`src/rtl/pipe_stage_skid_pkg.sv`:
```
// Shared pipeline package: stage-register occupancy encoding and default payload widths.
// Every pipeline stage register imports this so all stages agree on encoding and sizing.
package pipe_stage_skid_pkg;

  localparam int DEF_DATA_W = 128;
  localparam int DEF_CTRL_W = 16;
  localparam int DEF_CNT_W  = 16;

  typedef enum logic [1:0] {
    ST_EMPTY = 2'd0,
    ST_ONE   = 2'd1,
    ST_TWO   = 2'd2
  } skid_state_e;

  // Main entry is valid in ONE and TWO.
  function automatic logic holds_main(input skid_state_e s);
    return (s != ST_EMPTY);
  endfunction

  // Skid slot is free unless both entries are occupied.
  function automatic logic can_accept(input skid_state_e s);
    return (s != ST_TWO);
  endfunction

endpackage

```
`src/rtl/pipe_stage_skid_sat_counter.sv`:
```
// Saturating event counter with synchronous clear; clear wins over increment.
module sat_counter #(
  parameter int CNT_W = 16
) (
  input  logic             clk,
  input  logic             rst,
  input  logic             clr,
  input  logic             inc,
  output logic [CNT_W-1:0] count
);

  logic [CNT_W-1:0] count_reg;
  logic [CNT_W-1:0] count_next;
  logic             at_max;

  assign at_max = &count_reg;

  always_comb begin
    count_next = count_reg;
    if (clr) begin
      count_next = '0;
    end else if (inc && !at_max) begin
      count_next = count_reg + 1'b1;
    end
  end

  always_ff @(posedge clk or posedge rst) begin
    if (rst) begin
      count_reg <= '0;
    end else begin
      count_reg <= count_next;
    end
  end

  assign count = count_reg;

endmodule

```
`src/rtl/pipe_stage_skid.sv`:
```
// Two-entry skid pipeline register (main + skid) with registered valid/ready, flush,
// and a saturating backpressure stall counter. Reused for every inter-stage boundary.
module pipe_stage_skid
  import pipe_stage_skid_pkg::*;
#(
  parameter int DATA_W = DEF_DATA_W,
  parameter int CTRL_W = DEF_CTRL_W,
  parameter int CNT_W  = DEF_CNT_W
) (
  input  logic              clk,
  input  logic              rst,
  input  logic              flush,
  input  logic              in_valid,
  output logic              in_ready,
  input  logic [CTRL_W-1:0] in_ctrl,
  input  logic [DATA_W-1:0] in_data,
  output logic              out_valid,
  input  logic              out_ready,
  output logic [CTRL_W-1:0] out_ctrl,
  output logic [DATA_W-1:0] out_data,
  output logic [CNT_W-1:0]  stall_cnt,
  input  logic              stall_clr
);

  skid_state_e       state_reg, state_next;
  logic [CTRL_W-1:0] main_ctrl_reg, main_ctrl_next;
  logic [DATA_W-1:0] main_data_reg, main_data_next;
  logic [CTRL_W-1:0] skid_ctrl_reg, skid_ctrl_next;
  logic [DATA_W-1:0] skid_data_reg, skid_data_next;
  logic              out_valid_reg;
  logic              in_ready_reg;
  logic              accept;
  logic              send;

  assign accept = in_valid & in_ready_reg;
  assign send   = out_valid_reg & out_ready;

  // Control fields are forced to zero whenever their slot empties, so out_ctrl
  // is all zeros without needing an output mux on out_valid.
  always_comb begin
    state_next     = state_reg;
    main_ctrl_next = main_ctrl_reg;
    main_data_next = main_data_reg;
    skid_ctrl_next = skid_ctrl_reg;
    skid_data_next = skid_data_reg;
    if (flush) begin
      state_next     = ST_EMPTY;
      main_ctrl_next = '0;
      skid_ctrl_next = '0;
    end else begin
      case (state_reg)
        ST_EMPTY: begin
          if (accept) begin
            state_next     = ST_ONE;
            main_ctrl_next = in_ctrl;
            main_data_next = in_data;
          end
        end
        ST_ONE: begin
          if (send && accept) begin
            main_ctrl_next = in_ctrl;
            main_data_next = in_data;
          end else if (send) begin
            state_next     = ST_EMPTY;
            main_ctrl_next = '0;
          end else if (accept) begin
            state_next     = ST_TWO;
            skid_ctrl_next = in_ctrl;
            skid_data_next = in_data;
          end
        end
        ST_TWO: begin
          // in_ready is low here, so no accept can coincide with the skid move.
          if (send) begin
            state_next     = ST_ONE;
            main_ctrl_next = skid_ctrl_reg;
            main_data_next = skid_data_reg;
            skid_ctrl_next = '0;
          end
        end
        default: begin
          state_next     = ST_EMPTY;
          main_ctrl_next = '0;
          skid_ctrl_next = '0;
        end
      endcase
    end
  end

  always_ff @(posedge clk or posedge rst) begin
    if (rst) begin
      state_reg     <= ST_EMPTY;
      main_ctrl_reg <= '0;
      main_data_reg <= '0;
      skid_ctrl_reg <= '0;
      skid_data_reg <= '0;
      out_valid_reg <= 1'b0;
      in_ready_reg  <= 1'b1;
    end else begin
      state_reg     <= state_next;
      main_ctrl_reg <= main_ctrl_next;
      main_data_reg <= main_data_next;
      skid_ctrl_reg <= skid_ctrl_next;
      skid_data_reg <= skid_data_next;
      out_valid_reg <= holds_main(state_next);
      in_ready_reg  <= can_accept(state_next);
    end
  end

  assign out_valid = out_valid_reg;
  assign in_ready  = in_ready_reg;
  assign out_ctrl  = main_ctrl_reg;
  assign out_data  = main_data_reg;

  sat_counter #(
    .CNT_W (CNT_W)
  ) u_stall_cnt (
    .clk   (clk),
    .rst   (rst),
    .clr   (stall_clr),
    .inc   (out_valid_reg & ~out_ready),
    .count (stall_cnt)
  );

endmodule

```
`config.mk`:
```
export PLATFORM = sky130hd
export DESIGN_NAME = pipe_stage_skid
export DESIGN_NICKNAME = d
export VERILOG_FILES = /design/src/rtl/pipe_stage_skid_pkg.sv /design/src/rtl/pipe_stage_skid_sat_counter.sv /design/src/rtl/pipe_stage_skid.sv
export SDC_FILE = /design/constraint.sdc
export NUM_CORES = 1
export LEC_CHECK = 0
export CAP_MARGIN = 20
export CORE_MARGIN = 5
export CORE_UTILIZATION = 30
export CTS_CLUSTER_DIAMETER = 120
export DETAILED_ROUTE_END_ITERATION = 8
export GPL_ROUTABILITY_DRIVEN = 0
export RECOVER_POWER = 100
export SYNTH_ARGS = -nofsm -noshare
export SYNTH_HDL_FRONTEND = slang
export SYNTH_SLANG_ARGS = --single-unit
export TNS_END_PERCENT = 10
```
`constraint.sdc`:
```
create_clock -name clk -period 11.8 [get_ports clk]
set_input_delay 2.36 -clock clk [delete_from_list [all_inputs] [get_ports clk]]
set_output_delay 2.36 -clock clk [all_outputs]
set_load 0.05 [all_outputs]
```
## Word-level counts from Yosys, hierarchy flattened

Index checks and enable logic that the tools add are counted.
Widths: inputs -> output; s select.

- Register bits: 308
- Bits in latches: 0
- Bits in writable memories: 0
- Bits in read-only memories: 0
- Input bits: 150
- Output and inout bits: 162
- Logic and storage cells: 64
- Memories kept: 0

- $add $sub $neg: 1
- Multiply operators: 0
- Div/mod/pow operators: 0
- Magnitude comparators: 0
- Eq/ne operators: 13
- Shift-type cells: 0
- Muxes and demuxes: 23
- Bitwise gates (word level): 7
- Reductions and logical operators: 12

Operators with widths:

| operator | count |
|---|---|
| $mux 128 | 3 |
| $pmux 128 s3 | 1 |
| $mux 16 | 10 |
| $pmux 16 s3 | 2 |
| $add 16x1->16 const B | 1 |
| $reduce_and 16->1 | 1 |
| $ne 3x3->1 const B | 5 |
| $reduce_and 5->1 | 3 |
| $mux 2 | 6 |
| $ne 2x2->1 const B | 5 |
| $pmux 2 s3 | 1 |
| $ne 4x4->1 const B | 1 |
| $not 1->1 | 4 |
| $reduce_bool 2->1 | 2 |
| $and 1x1->1 | 3 |
| $reduce_and 3->1 | 1 |
| $reduce_bool 3->1 | 1 |
| $eq 2x1->1 const B | 1 |
| $eq 2x2->1 const B | 1 |
| $logic_and 1x1->1 | 2 |
| $logic_not 2->1 | 1 |
| $logic_not 1->1 | 1 |

## Longest topological paths before layout

Gate-level depths: netlist (run 1).

- Depth in word-level cells: 7
- Gate-level depth with buffers: 8
- Depth with buffers taken out: 5

## By module

From an unflattened synthesis (run 1), not the netlist that was laid out.

- Cell total of the unflattened synthesis: 981
- Area, all modules: 13,760.7 µm²

Modules (own cells, without submodules):

| module | instances | cells each | area each (µm²) | sequential area each (µm²) |
|---|---|---|---|---|
| pipe_stage_skid | 1 | 877 | 12,838.6 | 7,308.3 |
| sat_counter | 1 | 104 | 922.1 | 400.4 |

## Least setup slack after synthesis (run 1)

Ideal clock, no wire load.

- Path type: input to register
- From: input out_ready
- To: register main_data_reg[75] (netlist: out_data[75])
- Setup time: 0.125 ns
- Data arrival time: 3.550 ns
- Data required time: 11.675 ns
- Slack: 8.125 ns
- Stages: 7
- Path buffers: 3
- Path through: buf_2 nand2_1 a2bb2oi_2 nor2_2 buf_4 buf_6 mux2_2

- Word-level cells in the longest chain between the ends: 4
- Elaborated cells between the ends (all ways): 5
- Those cells by class: eq/ne: 2; bitwise: 1; reduce/logical: 2

Ends and longest elaborated chain:

| element | line | RTL |
|---|---|---|
| start, declared | pipe_stage_skid.sv:18 | `input logic out_ready,` |
| $and 1x1->1 * | pipe_stage_skid.sv:36 | `assign send = out_valid_reg & out_ready;` |
| $logic_and 1x1->1 | pipe_stage_skid.sv:60 | `if (send && accept) begin` |
| $ne 2x2->1 (no line) | n/a |  |
| $reduce_and 5->1 (no line) * | n/a |  |
| end signal, assigned | pipe_stage_skid.sv:102 | `main_data_reg <= main_data_next;` |
| end, declared | pipe_stage_skid.sv:27 | `logic [DATA_W-1:0] main_data_reg, main_data_next;` |

Mark *: on every way between the ends. The rest lies on a longest branch, timed or not.
A chain may end at the register's enable or synchronous reset.

## Worst setup path in the final report (run 1)

- From: input out_ready
- To: register main_data_reg[18] (netlist: out_data[18])

Same word-level chain as after synthesis.

==> results.py, run 1 <==
metrics = {
    "synth": {
        "synth_warnings": 0,
        "synth_area_leaders": "dfrtp_1 (56%), mux2_2 (15%), nand2_1 (11%)",
        "yosys.cell_types.count": 56,
        "syn_area_um2": 13800,
        "synth_top_area_cell": "dfrtp_1",
        "syn-num-nets": 1328,
        "ys_ff_latch": 308,
        "yosysMostFrequentCell": "nand2_1",
        "synth_commonest_cells": "nand2_1 (392), dfrtp_1 (307), mux2_2 (188), mux2_4 (44), mux2_1 (25)",
        "yosys.area.top_type_share": 0.557,
        "synth_edf_count": 0,
        "syn_inst": 1177,
        "synthFlopType": "dfrtp_1",
        "avgSynthCellArea_um2": 11.7,
        "ys_async_sr_fraction": 1.00,
        "synth_seq_area_share": 0.559,
    },
    "sta": {
        "period_needed_ns": 7.84,
        "fin_skew_ns": 0.0157,
        "fmax_mhz": 128,
        "hold_viol": 0,
        "fin_crit_sh": 0.664,
        "setup_viol": 0,
        "fin_setup_tns_ns": 0,
        "finalMaxSlewViolations": 313,
        "slew_headroom": -2.19,
        "hold_slack_ns": 0.475,
        "rsz0062_at_grt": "no",
        "worstMarginPinSlew_ns": 4.76,
    },
    "finish": {
        "nNetsFinal": 1620,
        "syn_to_final_growth_pct": 32.5,
        "num-fill-cells": 4395,
        "layout-drive-gt1-share": 0.176,
    },
    "clock_tree": {
        "cts_buffers": 37,
        "clockBufferDepth": 3,
        "cts_root_buf": "clkbuf_16",
        "htreeDepth": 2,
        "cts_resized": 0,
        "hold_buffers": 0,
        "cts_sinks": 308,
        "post_cts_buffers": 0,
        "worst_skew_pair.late_latency_ns": 0.54,
        "path_clk_slew_ns": 0.06,
        "cts_tree": "done",
    },
    "worst_setup_path": {
        "crit_type": "in -> reg",
        "slowest_delay_ns": 2.58,
        "worst_path_max_delay_cell": "clkbuf_1",
        "crit_path_start_kind": "primary input",
        "worstPathCellList": "dlygate4sd3_1 -> nand2_1 -> a2bb2oi_1 -> nor2_1 -> clkbuf_1 -> buf_4 -> mux2_2",
        "endpoint_kind": "flip-flop",
        "required_ns": 12.21,
        "arrival_ns": 8.25,
        "crit_fanout": 65,
        "regToRegSetupSlack_ns": 5.49,
    },
    "route": {
        "vias": 9714,
        "drc": 0,
        "drtAntennaViolNets": 0,
        "first_iter_violations": 608,
        "wl_per_cell_um": 17.5,
        "drt_wl_total_um": 36700,
        "firstDrtPassIters": 5,
        "avgViaCountPerCell": 4.63,
    },
    "power": {
        "power.leakage_nw": 8.19,
        "power.density_nw_per_um2": 231,
        "ir_drop_mv": 0.130,
    },
    "floorplanning": {
        "die_w_um": 224,
        "die_height_um": 224,
        "ioPinCount": 312,
        "core-area_um2": 45500,
        "die_area_um2": 50400,
        "rows": 78,
        "initial_core_util": 0.303,
    },
    "global_routing": {
        "antenna_found_initial": 1,
        "grt_remaining_overflow": 0,
        "grt_pass1_vias": 10100,
        "grt_max_degree": 108,
        "grt_usage": 0.143,
        "grt_pass1_wl_um": 58400,
    },
    "hold_path": {
        "hold_class": "reg -> reg",
    },
    "outcome": {
        "violations": "max-capacitance violations, max-slew violations",
        "status": "finished with violations",
    },
    "placed_design": {
        "portBuffers": 311,
        "dp_hpwl_um": 23900,
    },
    "job": {
        "cap_violations": 5,
    },
}
path summary, 6_finish.rpt:
| kind | start | endpoint | depth (start not counted) |
|---|---|---|---|
| max in group asynchronous | rst | skid_data_reg[64] | 4 |
| min in group asynchronous | rst | out_data[7] | 2 |
| hold reg to reg | out_data[32] | out_data[32] | 1 |
| setup reg to reg | state_reg[0] | out_data[18] | 6 |
| hold / removal | out_data[32] | out_data[32] | 1 |
| setup / recovery | out_ready | out_data[18] | 7 |
layout make-up:
cell class | count | area, um2 | area share
tap | 600 | 751 | 0.0411
sequential | 308 | 7710 | 0.422
multi-input combinational | 791 | 5400 | 0.295
inverter | 7 | 27.5 | 0.00151
antenna | 1 | 2.50 | 0.000137
clock buffer | 55 | 1090 | 0.0594
clock inverter | 12 | 96.3 | 0.00527
timing repair buffer | 324 | 3220 | 0.176
worst max-delay path, delay by kind of cell:
| family | cells | cell delay, ns |
|---|---|---|
| mux | 1 | 0.41 |
| buf+inv | 3 | 4.31 |
| simple gates | 2 | 0.91 |
| compound gates | 1 | 0.18 |
metal layers:
metal	GRT usage	wire [um]
met1	0.187	15900
met4	0.0528	1120
met3	0.0411	2460
met5	0	0
met2	0.226	17200
stage by stage:
stage,util,worst slack [ns],cell area [um2],cells,power [W]
6_report,0.402,3.96,18300,2098,0.00423
5_1_grt,0.402,3.52,18300,2098,0.00445
4_1_cts,0.406,6.46,18500,2096,0.00442
3_5_place_dp,0.380,5.89,17300,2029,0.00327
3_3_place_gp,0.379,5.92,17300,2027,0.00323
2_1_floorplan,-,0.926,13800,1177,0.00272
layout by cell type (no fill, tap or decap), types with 3 or more instances in the layout:
master,netlist,final
o2bb2ai_1,16,16
or3_1,4,4
a21oi_1,15,15
mux2_2,188,188
buf_4,13,6
a22oi_1,17,17
a22o_1,16,16
nand3_1,5,5
nor2_1,9,10
clkbuf_16,0,39
mux2_4,44,3
dfrtp_1,307,307
clkbuf_8,0,5
nand2b_1,4,3
clkinv_2,0,8
inv_1,7,6
o21ai_0,4,4
clkdlybuf4s50_1,0,146
nor3_1,3,3
nand4_1,5,5
mux2_1,25,66
o31ai_1,5,5
or4_1,4,4
clkbuf_1,18,16
nand2_1,392,393
dlygate4sd3_1,0,165
cells by family after synthesis:
logic type / after synthesis / synth area share
simple gates: 443 / 0.130
flops: 308 / 0.559
mux: 258 / 0.222
compound gates: 87 / 0.0478
buf+inv: 78 / 0.0390
xor+xnor: 2 / 0.00127
fa+ha+maj: 1 / 0.000906
where the power goes:
part / internal (W) / switching [W]
clock network: 0.000661 / 0.000452
registers: 0.00144 / 0.000203
logic: 0.000566 / 0.000905
total: 0.00267 / 0.00156
Power figures use the tool's default switching activity.
==> run 2, diff against run 1 <==
==> constraint.sdc (replaced) <==
create_clock -name clk -period 7.3 [get_ports clk]
set_input_delay 1.46 -clock clk [delete_from_list [all_inputs] [get_ports clk]]
set_output_delay 1.46 -clock clk [all_outputs]
set_load 0.05 [all_outputs]
==> run 2 against run 1 <==
  * The run now ends clean
  * Via count increased by 0.30%
  * Die area unchanged
  * Final cell count decreased by 0.24%
  * Sequential share of layout area about the same
  * Critical path depth decreased by 2
  * Critical endpoint is now skid_data_reg[12]
==> results.py, run 2 (same netlist as run 1, synthesis figures left out) <==
metrics = {
    "clock_tree": {
        "hold_buffers": 0,
        "clockBufferDepth": 3,
        "cts_root_buf": "clkbuf_16",
        "path_clk_slew_ns": 0.05,
        "cts_buffers": 37,
        "cts_sinks": 308,
        "cts_resized": 0,
        "post_cts_buffers": 0,
        "worst_skew_pair.late_latency_ns": 0.54,
        "htreeDepth": 2,
        "cts_tree": "done",
    },
    "power": {
        "power.density_nw_per_um2": 372,
        "power_w": 0.00679,
        "switchingPower_w": 0.00249,
        "sw_frac_of_total": 0.367,
        "ir_drop_mv": 0.230,
        "combinationalPowerShare": 0.350,
        "p_seq_frac": 0.389,
        "p_int_w": 0.00430,
        "power.leakage_nw": 8.18,
        "power_frac_clock": 0.260,
    },
    "route": {
        "firstDrtPassIters": 4,
        "drc": 0,
        "vias": 9743,
        "wl_per_cell_um": 17.6,
        "drtAntennaViolNets": 0,
        "drt_wl_total_um": 36800,
        "avgViaCountPerCell": 4.66,
        "first_iter_violations": 596,
    },
    "floorplanning": {
        "ioPinCount": 312,
        "core-area_um2": 45500,
        "die_area_um2": 50400,
        "die_height_um": 224,
        "rows": 78,
        "die_w_um": 224,
        "initial_core_util": 0.303,
    },
    "worst_setup_path": {
        "crit_type": "in -> reg",
        "crit_fanout": 51,
        "arrival_ns": 4.49,
        "crit_path_start_kind": "primary input",
        "endpoint_kind": "flip-flop",
        "required_ns": 7.70,
    },
    "sta": {
        "setup_viol": 0,
        "worstMarginPinSlew_ns": 1.22,
        "rsz0062_at_grt": "no",
        "slew_headroom": 0.180,
        "fin_crit_sh": 0.560,
        "fmax_mhz": 245,
        "period_needed_ns": 4.09,
        "finalMaxSlewViolations": 0,
        "hold_slack_ns": 0.477,
        "fin_setup_tns_ns": 0,
        "fin_skew_ns": 0.0171,
        "hold_viol": 0,
        "setup_ws_ns": 3.21,
    },
    "placed_design": {
        "place_ws_ns": 3.20,
        "dp_hpwl_um": 23600,
        "portBuffers": 311,
    },
    "global_routing": {
        "grt_pass1_vias": 10300,
        "grt_remaining_overflow": 0,
        "grt_pass1_wl_um": 58600,
        "grt_max_degree": 150,
        "grt_usage": 0.144,
        "antenna_found_initial": 1,
    },
    "finish": {
        "final_common_cell": "nand2_1",
        "syn_to_final_growth_pct": 32.4,
        "layout-drive-gt1-share": 0.175,
        "nNetsFinal": 1618,
        "final_cell_mix": "nand2_1 (393), dfrtp_1 (307), mux2_2 (188)",
    },
    "job": {
        "cap_violations": 0,
    },
    "outcome": {
        "status": "complete, no violations",
    },
    "hold_path": {
        "hold_class": "reg -> reg",
    },
}
run 2: cell types whose count changed in the layout (fill, tap and decap cells not counted), moves of 2 or more:
cell	before	now
clkinv_4	2	0
clkinv_2	8	5
buf_12	0	3
clkbuf_16	39	37
clkbuf_1	16	12
run 2: final cells by class:
type	instances	area, um2
Antenna cell	2	5.00
Clock buffer	54	1050
Clock inverter	9	103
Fill cell	4422	27200
Inverter	7	27.5
Multi-Input combinational cell	791	5400
Sequential cell	308	7710
Tap cell	600	751
Timing Repair Buffer	322	3230
run 2: path summary, 6_finish.rpt:
path / startpoint / to / cells after the start / slack (ns)
worst max-delay path: out_ready / skid_data_reg[12] / 5 / 3.21
worst min-delay path: out_data[101] / out_data[101] / 1 / 0.48
worst max register to register: in_ready / skid_data_reg[12] / 4 / 4.22
worst min register to register: out_data[101] / out_data[101] / 1 / 0.48
max in group asynchronous: rst / skid_data_reg[90] / 3 / 4.17
min in group asynchronous: rst / out_data[83] / 2 / 1.65
run 2: worst max-delay path: stages:
cell and delay [ns]:
dlygate4sd3_1 0.66, a21oi_1 0.21, and3_1 0.99, buf_4 0.73, mux2_2 0.41
run 2: metal layers:
metal	up-vias	share of wire	wire (um)	track usage
li1	4572	-	-	-
met1	4868	0.43	15600	0.181
met2	244	0.47	17400	0.234
met3	59	0.073	2680	0.0458
met4	0	0.028	1030	0.0507
met5	-	0	0	0
run 2: power groups by stage:
stage          clock network (W)  registers, W  logic (W)
2_1_floorplan                  0       0.00355   0.000844
3_3_place_gp                   0       0.00267    0.00256
3_5_place_dp                   0       0.00269    0.00260
4_1_cts                  0.00185       0.00267    0.00261
5_1_grt                  0.00190       0.00273    0.00252
6_report                 0.00177       0.00265    0.00238
run 2: per-stage QoR:
step	instances	instance area, um2	util
floorplan	1177	13800	-
global placement	2026	17300	0.380
detailed placement	2028	17300	0.380
CTS	2091	18500	0.406
global route	2092	18300	0.402
finish	2093	18300	0.402
==> run 3, diff against run 2 <==
==> constraint.sdc (replaced) <==
create_clock -name clk -period 3.7 [get_ports clk]
set_input_delay 0.74 -clock clk [delete_from_list [all_inputs] [get_ports clk]]
set_output_delay 0.74 -clock clk [all_outputs]
set_load 0.05 [all_outputs]
==> run 3 against run 2 <==
  * The run now ends with max-capacitance violations, max-slew violations left
  * Core utilization increased by 0.76 points
  * Clock skew decreased by 0.0031 ns
  * First-iteration DRC count decreased by 12%
  * Combinational power increased by 99%
  * Clock power increased by 120%
  * Worst hold slack improved by 0.00059 ns
  * Final cell count increased by 1.0%
  * Largest power group unchanged
==> results.py, run 3 (same netlist as run 1, synthesis figures left out) <==
metrics = {
    "outcome": {
        "status": "finished with violations",
        "violations": "max-capacitance violations, max-slew violations",
    },
    "floorplanning": {
        "initial_core_util": 0.303,
        "die_w_um": 224,
        "die_height_um": 224,
        "die_area_um2": 50400,
        "ioPinCount": 312,
        "core-area_um2": 45500,
        "rows": 78,
    },
    "finish": {
        "final_cell_mix": "nand2_1 (393), dfrtp_1 (307), mux2_2 (188)",
        "syn_to_final_growth_pct": 34.9,
        "num-fill-cells": 4408,
        "layout-drive-gt1-share": 0.188,
        "fin_cells": 2114,
        "n_antenna_cell": 0,
        "final_common_cell": "nand2_1",
        "final_util": 0.409,
        "nNetsFinal": 1636,
        "final_area_um2": 18600,
    },
    "sta": {
        "hold_viol": 0,
        "fin_skew_ns": 0.0140,
        "setup_viol": 0,
        "fin_setup_tns_ns": 0,
        "fmax_mhz": 340,
        "period_needed_ns": 2.94,
        "worstMarginPinSlew_ns": 1.84,
        "finalMaxSlewViolations": 102,
        "fin_crit_sh": 0.795,
        "slew_headroom": -0.225,
        "rsz0062_at_grt": "no",
        "setup_ws_ns": 0.758,
    },
    "route": {
        "drtAntennaViolNets": 0,
        "firstDrtPassIters": 4,
        "vias": 9819,
        "first_iter_violations": 527,
        "avgViaCountPerCell": 4.64,
        "drc": 0,
        "drt_wl_total_um": 37000,
        "wl_per_cell_um": 17.5,
    },
    "power": {
        "p_int_w": 0.00891,
        "power.leakage_nw": 8.36,
        "power.density_nw_per_um2": 746,
        "combinationalPowerShare": 0.340,
        "ir_drop_mv": 0.448,
        "power_frac_clock": 0.282,
        "sw_frac_of_total": 0.359,
        "p_seq_frac": 0.378,
        "switchingPower_w": 0.00499,
    },
    "worst_setup_path": {
        "critPathBufInv": 2,
        "rr_endpoint": "out_ctrl[12]",
        "required_ns": 4.11,
        "crit_fanout": 13,
        "crit_family": "buffers and inverters",
        "worstPathCellList": "dlygate4sd3_1 -> a21oi_1 -> and3_1 -> clkbuf_1 -> mux2_2",
        "crit_path_start_kind": "primary input",
        "worst_path_max_delay_cell": "and3_1",
        "r2r-start": "state_reg[1]",
        "regToRegSetupSlack_ns": 1.01,
        "endpoint_kind": "flip-flop",
        "slowest_delay_ns": 0.71,
        "reg2reg_depth": 4,
        "crit_type": "in -> reg",
        "arrival_ns": 3.35,
    },
    "job": {
        "cap_violations": 2,
    },
    "placed_design": {
        "postPlaceCellArea_um2": 17500,
        "dp_hpwl_um": 24700,
        "place_ws_ns": 0.770,
        "place_inst": 2046,
        "portBuffers": 311,
    },
    "global_routing": {
        "grt_remaining_overflow": 0,
        "grt_usage": 0.145,
        "antenna_found_initial": 0,
        "grt_pass1_wl_um": 59700,
        "grt_max_degree": 77,
        "grt_pass1_vias": 10400,
    },
    "hold_path": {
        "worst_hold_path.num_cells": 1,
        "hold_class": "reg -> reg",
        "worstHoldStart": "out_data[32]",
        "whs_endpoint": "out_data[32]",
    },
    "clock_tree": {
        "cts_root_buf": "clkbuf_16",
        "clockBufferDepth": 3,
        "htreeDepth": 2,
        "post_cts_buffers": 0,
        "cts_sinks": 308,
        "cts_tree": "done",
        "worst_skew_pair.late_latency_ns": 0.54,
        "cts_resized": 0,
        "path_clk_slew_ns": 0.05,
        "cts_buffers": 37,
        "hold_buffers": 0,
    },
}
## run 3: cell types whose count changed in the layout (fill, tap and decap cells not counted), moves of 3 or more
cell | previous run | this run
bufinv_16 | 2 | 5
mux2_1 | 67 | 60
clkbuf_8 | 6 | 10
buf_12 | 3 | 8
mux2_4 | 2 | 9
clkbuf_1 | 12 | 16
## run 3: worst max-delay path by stage
stage	start	end	slack, ns	cells past startpoint
floorplan	rst	out_ctrl[0]	-1.14	1
global placement	flush	skid_data_reg[82]	0.80	6
detailed placement	out_ready	out_data[44]	0.77	6
CTS	in_ready	in_ready	0.99	1
global route	out_ready	skid_data_reg[2]	0.57	5
finish	out_ready	skid_data_reg[2]	0.76	5
## run 3: layer usage
metal  track usage  wire, um
met5             0         0
met4        0.0444       912
met3        0.0372      2040
met2         0.238     17800
met1         0.191     16300
## run 3: final cells by class
class | count | area [um2] | share of cell area
Sequential cell | 308 | 7710 | 0.414
Multi-Input combinational cell | 791 | 5410 | 0.291
Timing Repair Buffer | 340 | 3390 | 0.182
Clock buffer | 56 | 1140 | 0.0612
Tap cell | 600 | 751 | 0.0403
Clock inverter | 12 | 191 | 0.0103
Inverter | 7 | 27.5 | 0.00148
## run 3: power by group through the flow
stage / Sequential (W) / Clock, W / Combinational (W)
after floorplan: 0.00701 / 0 / 0.00167
after global placement: 0.00529 / 0 / 0.00507
after detailed placement: 0.00533 / 0 / 0.00515
after CTS: 0.00530 / 0.00406 / 0.00516
after global routing: 0.00541 / 0.00419 / 0.00501
final: 0.00525 / 0.00392 / 0.00473
## run 3: metrics by stage
step                hold slack [ns]  total power [W]
floorplan                     0.466          0.00867
global placement              0.468           0.0104
detailed placement            0.475           0.0105
CTS                           0.488           0.0145
global route                  0.495           0.0146
finish                        0.478           0.0139
